--- src/rtl/rx_nrzi_unstuff_shift.sv ---
// rtl/rx_nrzi_unstuff_shift.sv - USB receive NRZI decode, bit unstuffing and LSB-first byte assembly
module rx_nrzi_unstuff_shift #(
  parameter int DATA_W    = 8,
  parameter int STUFF_RUN = 6
) (
  input  logic              clk,
  input  logic              rst,
  input  logic              SR_shift,
  input  logic              rcving,
  input  logic              d_plus,
  input  logic              d_minus,
  output logic [DATA_W-1:0] rx_byte,
  output logic              byte_valid,
  output logic              eop,
  output logic              stuff_err
);

  localparam int BCW = $clog2(DATA_W);
  localparam int OCW = $clog2(STUFF_RUN + 1);

  localparam logic [BCW-1:0] BIT_LAST  = BCW'(DATA_W - 1);
  localparam logic [OCW-1:0] ONES_STUFF = OCW'(STUFF_RUN);

  typedef enum logic [2:0] {
    IDLE,
    RECV,
    SE0_1,
    EOP_WAIT,
    ERR
  } state_t;

  state_t            state_q;
  logic              prev_dp_q;
  logic [OCW-1:0]    ones_cnt_q;
  logic [BCW-1:0]    bit_cnt_q;
  logic [DATA_W-1:0] shift_q;
  logic [DATA_W-1:0] rx_byte_q;
  logic              byte_valid_q;
  logic              eop_q;
  logic              stuff_err_q;

  logic              line_se0;
  logic              line_j;
  logic              dec_bit;
  logic              decode_en;
  logic [DATA_W-1:0] shift_d;

  // Line classification, NRZI decode and the word as it looks after shifting this bit in
  always_comb begin
    line_se0  = !d_plus && !d_minus;
    line_j    = d_plus && !d_minus;
    dec_bit   = (d_plus == prev_dp_q);
    shift_d   = {dec_bit, shift_q[DATA_W-1:1]};
    // A non-SE0 sample right after a lone SE0 is a glitch and still carries data
    decode_en = SR_shift && !line_se0 && ((state_q == RECV) || (state_q == SE0_1));
  end

  // Receive FSM with registered pulse outputs; decode section may override the state move
  always_ff @(posedge clk) begin
    if (!rst) begin
      state_q      <= IDLE;
      prev_dp_q    <= 1'b1;
      ones_cnt_q   <= '0;
      bit_cnt_q    <= '0;
      shift_q      <= '0;
      rx_byte_q    <= '0;
      byte_valid_q <= 1'b0;
      eop_q        <= 1'b0;
      stuff_err_q  <= 1'b0;
    end else begin
      byte_valid_q <= 1'b0;
      eop_q        <= 1'b0;
      stuff_err_q  <= 1'b0;
      if (!rcving) begin
        // Closing the receive window drops any partial word silently; rx_byte keeps the last word
        state_q    <= IDLE;
        prev_dp_q  <= 1'b1;
        ones_cnt_q <= '0;
        bit_cnt_q  <= '0;
        shift_q    <= '0;
      end else begin
        case (state_q)
          IDLE: state_q <= RECV;
          RECV: begin
            if (SR_shift && line_se0) begin
              state_q <= SE0_1;
            end
          end
          SE0_1: begin
            if (SR_shift) begin
              if (line_se0) begin
                eop_q      <= 1'b1;
                bit_cnt_q  <= '0;
                ones_cnt_q <= '0;
                shift_q    <= '0;
                prev_dp_q  <= 1'b1;
                state_q    <= EOP_WAIT;
              end else begin
                state_q <= RECV;
              end
            end
          end
          EOP_WAIT: begin
            if (SR_shift && line_j) begin
              state_q <= RECV;
            end
          end
          ERR: begin
            if (SR_shift && line_se0) begin
              state_q <= SE0_1;
            end
          end
          default: state_q <= IDLE;
        endcase

        if (decode_en) begin
          prev_dp_q <= d_plus;
          if (ones_cnt_q == ONES_STUFF) begin
            ones_cnt_q <= '0;
            if (dec_bit) begin
              // A seventh 1 means the transmitter failed to stuff
              stuff_err_q <= 1'b1;
              shift_q     <= '0;
              bit_cnt_q   <= '0;
              state_q     <= ERR;
            end
          end else begin
            shift_q    <= shift_d;
            ones_cnt_q <= dec_bit ? ones_cnt_q + 1'b1 : '0;
            if (bit_cnt_q == BIT_LAST) begin
              rx_byte_q    <= shift_d;
              byte_valid_q <= 1'b1;
              bit_cnt_q    <= '0;
            end else begin
              bit_cnt_q <= bit_cnt_q + 1'b1;
            end
          end
        end
      end
    end
  end

  assign rx_byte    = rx_byte_q;
  assign byte_valid = byte_valid_q;
  assign eop        = eop_q;
  assign stuff_err  = stuff_err_q;

endmodule

--- config.mk ---
export PLATFORM = sky130hd
export DESIGN_NAME = rx_nrzi_unstuff_shift
export DESIGN_NICKNAME = d
export VERILOG_FILES = /design/src/rtl/rx_nrzi_unstuff_shift.sv
export SDC_FILE = /design/constraint.sdc
export NUM_CORES = 1
export LEC_CHECK = 0
export CAP_MARGIN = 20
export CELL_PAD_IN_SITES_DETAIL_PLACEMENT = 2
export CELL_PAD_IN_SITES_GLOBAL_PLACEMENT = 2
export CORE_UTILIZATION = 30
export CTS_CLUSTER_DIAMETER = 200
export DETAILED_ROUTE_END_ITERATION = 16
export DONT_BUFFER_PORTS = 1
export HOLD_SLACK_MARGIN = 0.1
export PLACE_DENSITY_LB_ADDON = 0.05
export SLEW_MARGIN = 0
export SYNTH_ARGS = -nofsm -noshare
export SYNTH_HDL_FRONTEND = slang
export SYNTH_SLANG_ARGS = --single-unit
--- constraint.sdc ---
create_clock -name clk -period 2.2 [get_ports clk]
set_input_delay 0.11 -clock clk [delete_from_list [all_inputs] [get_ports clk]]
set_output_delay 0.11 -clock clk [all_outputs]
set_load 0.02 [all_outputs]
== After elaboration in Yosys (flattened, before gate mapping) ==
Cells that the tools add are included.

* Bits in registers: 29
* Word-level logic and storage cells: 77

* Mux-type cells: 34
* Bitwise logic cells: 4
* Add/sub/neg operators: 2
* Equality and inequality tests: 7
* Reduce and logical (&&, ||, !) cells: 21

{| class="wikitable"
|+ Operators by type and width
! cell !! number
|-
| two-way mux 3 bit || 19
|-
| two-way mux 8 bit || 6
|-
| case mux 3 bit (4 select lines) || 1
|-
| AND reduction 4 bit || 3
|-
| == test 3 bit (second input constant) || 3
|-
| two-way mux 1 bit || 7
|-
| adder 3 x 1 -> 3 bit (second input constant) || 2
|-
| == test 3 x 2 -> 1 bit (second input constant) || 2
|-
| logical AND 1 bit || 6
|-
| nonzero test 2 bit || 3
|-
| inverter 1 bit || 4
|-
| OR reduction 4 bit || 1
|-
| == test 3 x 1 -> 1 bit (second input constant) || 1
|-
| zero test 1 bit || 3
|-
| zero test 3 bit || 1
|-
| AND reduction 3 bit || 1
|-
| two-way mux 2 bit || 1
|-
| AND reduction 2 bit || 1
|-
| OR reduction 2 bit || 1
|-
| == test 1 bit || 1
|-
| logical OR 1 bit || 1
|}

== Logic depth before layout (Yosys ltp) ==
* Depth in word-level cells: 8
* Depth in mapped cells: 7
* Depth with buffers taken out: 6

== Least setup slack after synthesis ==
No wires, ideal clock.

* Path type: register to register
* Start: register ones_cnt_q[0]
* End: register rx_byte_q[7], in the netlist rx_byte[7]
* Path slack: 0.514 ns
* Cell stages (with the launch flop): 8
* Path buffers: 1
* Clock period less this slack: 1.686 ns
* Library setup time: 0.069 ns
* Data arrival time: 1.617 ns
* Path through: dfxtp_1 > inv_1 > ha_1 > o2bb2ai_1 > nor4_4 > clkbuf_1 > nand3_1 > o21ai_1

* Longest elaborated chain between the ends: 3

{| class="wikitable"
|+ Ends and longest elaborated chain
! element !! RTL line !! RTL
|-
| from (decl) || 34 || <nowiki>logic [OCW-1:0] ones_cnt_q;</nowiki>
|-
| from (signal assigned) || 129 || <nowiki>ones_cnt_q <= dec_bit ? ones_cnt_q + 1'b1 : '0;</nowiki>
|-
| == test 3 bit || 118 || <nowiki>if (ones_cnt_q == ONES_STUFF) begin</nowiki>
|-
| inverter 1 bit (no line) || n/a ||
|-
| AND reduction 4 bit (no line) || n/a ||
|-
| to (signal assigned) || 131 || <nowiki>rx_byte_q <= shift_d;</nowiki>
|-
| to (decl) || 37 || <nowiki>logic [DATA_W-1:0] rx_byte_q;</nowiki>
|}

No other way between the ends.
A chain may end at the register's enable or synchronous reset.

== Worst setup path after layout ==
* Start: register ones_cnt_q[0]
* End: register bit_cnt_q[0]

* Longest elaborated chain between the ends: 3

{| class="wikitable"
|+ Ends and longest elaborated chain
! element !! RTL line !! RTL
|-
| == test 3 bit || 118 ||
|-
| two-way mux 3 bit || 118 ||
|-
| two-way mux 3 bit || 116 || <nowiki>if (decode_en) begin</nowiki>
|-
| to (signal assigned) || 135 || <nowiki>bit_cnt_q <= bit_cnt_q + 1'b1;</nowiki>
|-
| to (decl) || 35 || <nowiki>logic [BCW-1:0] bit_cnt_q;</nowiki>
|}

No other way between the ends.

==> results.txt <==
synth warn = 0
IO buf count = 0
HP Class = input pin to flop
CP Max Fanout = 10
PD cells = 708 nW/µm²
antenna viol nets, final = 0
Die Height = 65.7 µm
Inserted Clock Buffers = 3
cell count of the worst reg-to-reg path = 6
Worst Hold Depth = 3
clk_lat worst skew = 280 ps
largest net degree at the start of global routing = 19
R2R Path End = bit_cnt_q[0]$_SDFF_PN0_
Synth async-reset ratio = 0%
synth top area cells = dfxtp_1 46%, nand3_1 6.6%, a32oi_1 6.5%, ha_1 4.1%, nor2_1 4.0%
Max IR drop VDD = 0.296 mV
Relative slew margins = 55.8%
post-synthesis net count = 144
Crit Path Category = flop to flop
cell count after synthesis = 134
Root Driver = clkbuf_8
post-synthesis compound-gate area fraction = 17.5%
Switching Fraction = 20.4%
Max Root-Sink Buffers = 2
Hold WS = 156 ps
cell taking the most area after synthesis = dfxtp_1
area grow syn2layout = 12.0%
Post-Synth Adder-Cell Area = 4.11%
antenna cell count = 0
CP required = 2350 ps
total gr overflow = 0
total length of routed wires = 2.99 mm
Clock power frac = 42.2%
average size of a mapped cell = 9.09 µm²
min-delay src = d_plus
Max stage delay on crit path = 520 ps
CTS tree = yes
row count = 22
Via Count = 1003
Slew Limit Fails = 0
GR Util All Layers = 15.8%
Synth Register Bits = 28
Peak Freq = 0.552 GHz
status = finished, final reports clean
synth unique cells = 34
share of layout cells above drive strength 1 = 7.35%
crit path time final = 1810 ps
clk_skew = 9.43 ps
Synth top cells by count = 28 x dfxtp_1, 16 x nand3_1, 13 x nor2_1
CP Launch Type = flop
Final Hold Fails = 0
H-tree Lvls = 1
routability cong. = 0.732
static leakage = 0.444 nW
Comb pwr share = 4.8%
I/O pin count = 17
Nets = 147
CTS Sinks = 28
P_sw = 197 µW
final setup violation count = 0
violation count after the first detailed-route iteration = 22
Worst setup EP type = flop
Reg power frac = 53.0%
top-count cell post-synth = dfxtp_1
RSZ-0062 raised after global routing = false
Reg2Reg Setup Slack = 390 ps
delay-heaviest family, CP = compound AO/OA/AOI/OAI gates
vias in the first global route = 1093
Simple-Gate Fraction of Synth Area = 25.6%
Critical Path Slowest Stage Cell = a2111o_1
total core area = 3770 µm²
Mapped Area = 1220 µm²
Hold Path Sink = stuff_err$_SDFF_PN0_
die area = 4320 µm²
Pre-antenna DRT Iters = 3
Worst EP arrival = 1960 ps
vias per cell = 5.45
largest family of logic cells by synthesized area = simple AND/OR/NAND/NOR gates
XOR/XNOR Fraction of Synth Area = 2.16%
Buf/Inv on CP = 1
mux cell area share after synthesis = 0%
routed length per instance = 16.2 µm
Final TNS setup = 0 ps
DRC Markers = 0
Pint = 769 µW
global-route wire length before repair = 5.06 mm
register area share after synthesis = 46.0%
Die Wd = 65.7 µm
Worst-Margin Slew = 661 ps
critical path cell sequence = inv_1, ha_1, and2_1, a2111o_1, a32oi_1, nor2_1
Clock Pin Slew Worst Setup and Hold Paths = 100 ps
Top FF cell, synth = dfxtp_1
MaxCap Viol Count = 0
FF-to-FF Start = ones_cnt_q[0]$_SDFFE_PN0P_
Initial Utilization = 32.3%
initial antenna violation count = 0
fin crit share = 82.4%
EDFF count, synth = 0
Yosys top cell area share = 46.0%
dpl hpwl = 2.09 mm
cell usage in the layout, fill, tap and decap left out, types with 2 or more instances in the layout:
master         Yosys  routed
ha_1               4       4
a32oi_1            9       9
a21oi_1            4       4
nor2_1            13      13
dfxtp_1           28      28
clkbuf_8           0       3
nand2b_1           2       2
and2_1             2       2
buf_4              0       4
nand4b_1           2       2
nand3_1           16      16
nor3_1             2       2
nand3b_1           4       4
dlygate4sd3_1      0       3
o21ai_1            8       8
xnor2_1            2       2
nand2_1           10      10
inv_1              3       3
how the worst max path moves through the flow:
| stage | from | end | depth (start not counted) |
|---|---|---|---|
| 2_1_floorplan | ones_cnt_q[0]$_SDFFE_PN0P_ | rx_byte[7]$_SDFFE_PN0P_ | 7 |
| 3_3_place_gp | d_minus | shift_q[1]$_SDFF_PN0_ | 4 |
| 3_5_place_dp | ones_cnt_q[0]$_SDFFE_PN0P_ | bit_cnt_q[0]$_SDFF_PN0_ | 6 |
| 4_1_cts | ones_cnt_q[0]$_SDFFE_PN0P_ | bit_cnt_q[0]$_SDFF_PN0_ | 6 |
| 5_1_grt | state_q[1]$_SDFF_PN0_ | shift_q[5]$_SDFF_PN0_ | 4 |
| 6_report | ones_cnt_q[0]$_SDFFE_PN0P_ | bit_cnt_q[0]$_SDFF_PN0_ | 6 |
logic make-up (layout without fill, tap and decap cells):
| family | after synthesis | in the layout |
|---|---|---|
| adder cells (fa/ha/maj) | 4 | 4 |
| AO/OA/AOI/OAI | 30 | 30 |
| AND/OR/NAND/NOR | 57 | 57 |
| XOR/XNOR | 3 | 3 |
| flip-flops | 28 | 28 |
| buffers and inverters | 12 | 14 |
cell type report:
cell class                 count  area, µm²
sequential                    28        561
fill                         421       2410
clock inverter                 1       30.0
inverter                       3       11.3
clock buffer                   3       41.3
multi-input combinational     94        601
tap                           48       60.1
timing repair buffer           7       60.1
power groups by stage:
stage | registers, mW | clock network [mW] | logic [mW]
global placement | 0.523 | 0 | 0.0367
global route | 0.512 | 0.446 | 0.0519
CTS | 0.512 | 0.423 | 0.0476
finish | 0.512 | 0.407 | 0.0468
detailed placement | 0.523 | 0 | 0.0382
floorplan | 0.522 | 0 | 0.0320
routing by layer:
layer | global-route usage, % | share of wire (%) | vias to the layer above
li1 | - | - | 497
met1 | 17.2 | 46 | 493
met2 | 30.1 | 50 | 11
met3 | 4.17 | 2.5 | 2
met4 | 3.26 | 0.57 | 0
met5 | 0 | 0 | -
metrics by stage:
stage               worst slack (ps)  util [%]  std cells  area [µm²]  power, mW
finish                           388      36.2        184        1360      0.966
global route                     255      36.2        184        1360       1.01
CTS                              342      36.2        184        1360      0.982
detailed placement               355      33.5        177        1260      0.561
global placement                 430      33.5        177        1260      0.560
floorplan                        514         -        134        1220      0.554
sequential cells by signal, summed over array words and instances, names as in the netlist:
name	flops
bit_cnt_q	3
byte_valid	1
eop	1
ones_cnt_q	3
prev_dp_q	1
rx_byte	8
shift_q	7
state_q	3
stuff_err	1
tightest hold or removal path, stage by stage:
cell	delay, ps
xnor2_1	50
nand3_1	170
nor2_1	60
timing repair:
action / in CTS / in global routing
hold buffers: 3 / 0
resized for setup: 0 / 0
endpoints found under the hold margin: 11 / 0
buffers inserted: 0 / 0
No activity file was read; power rests on OpenSTA's default activity.
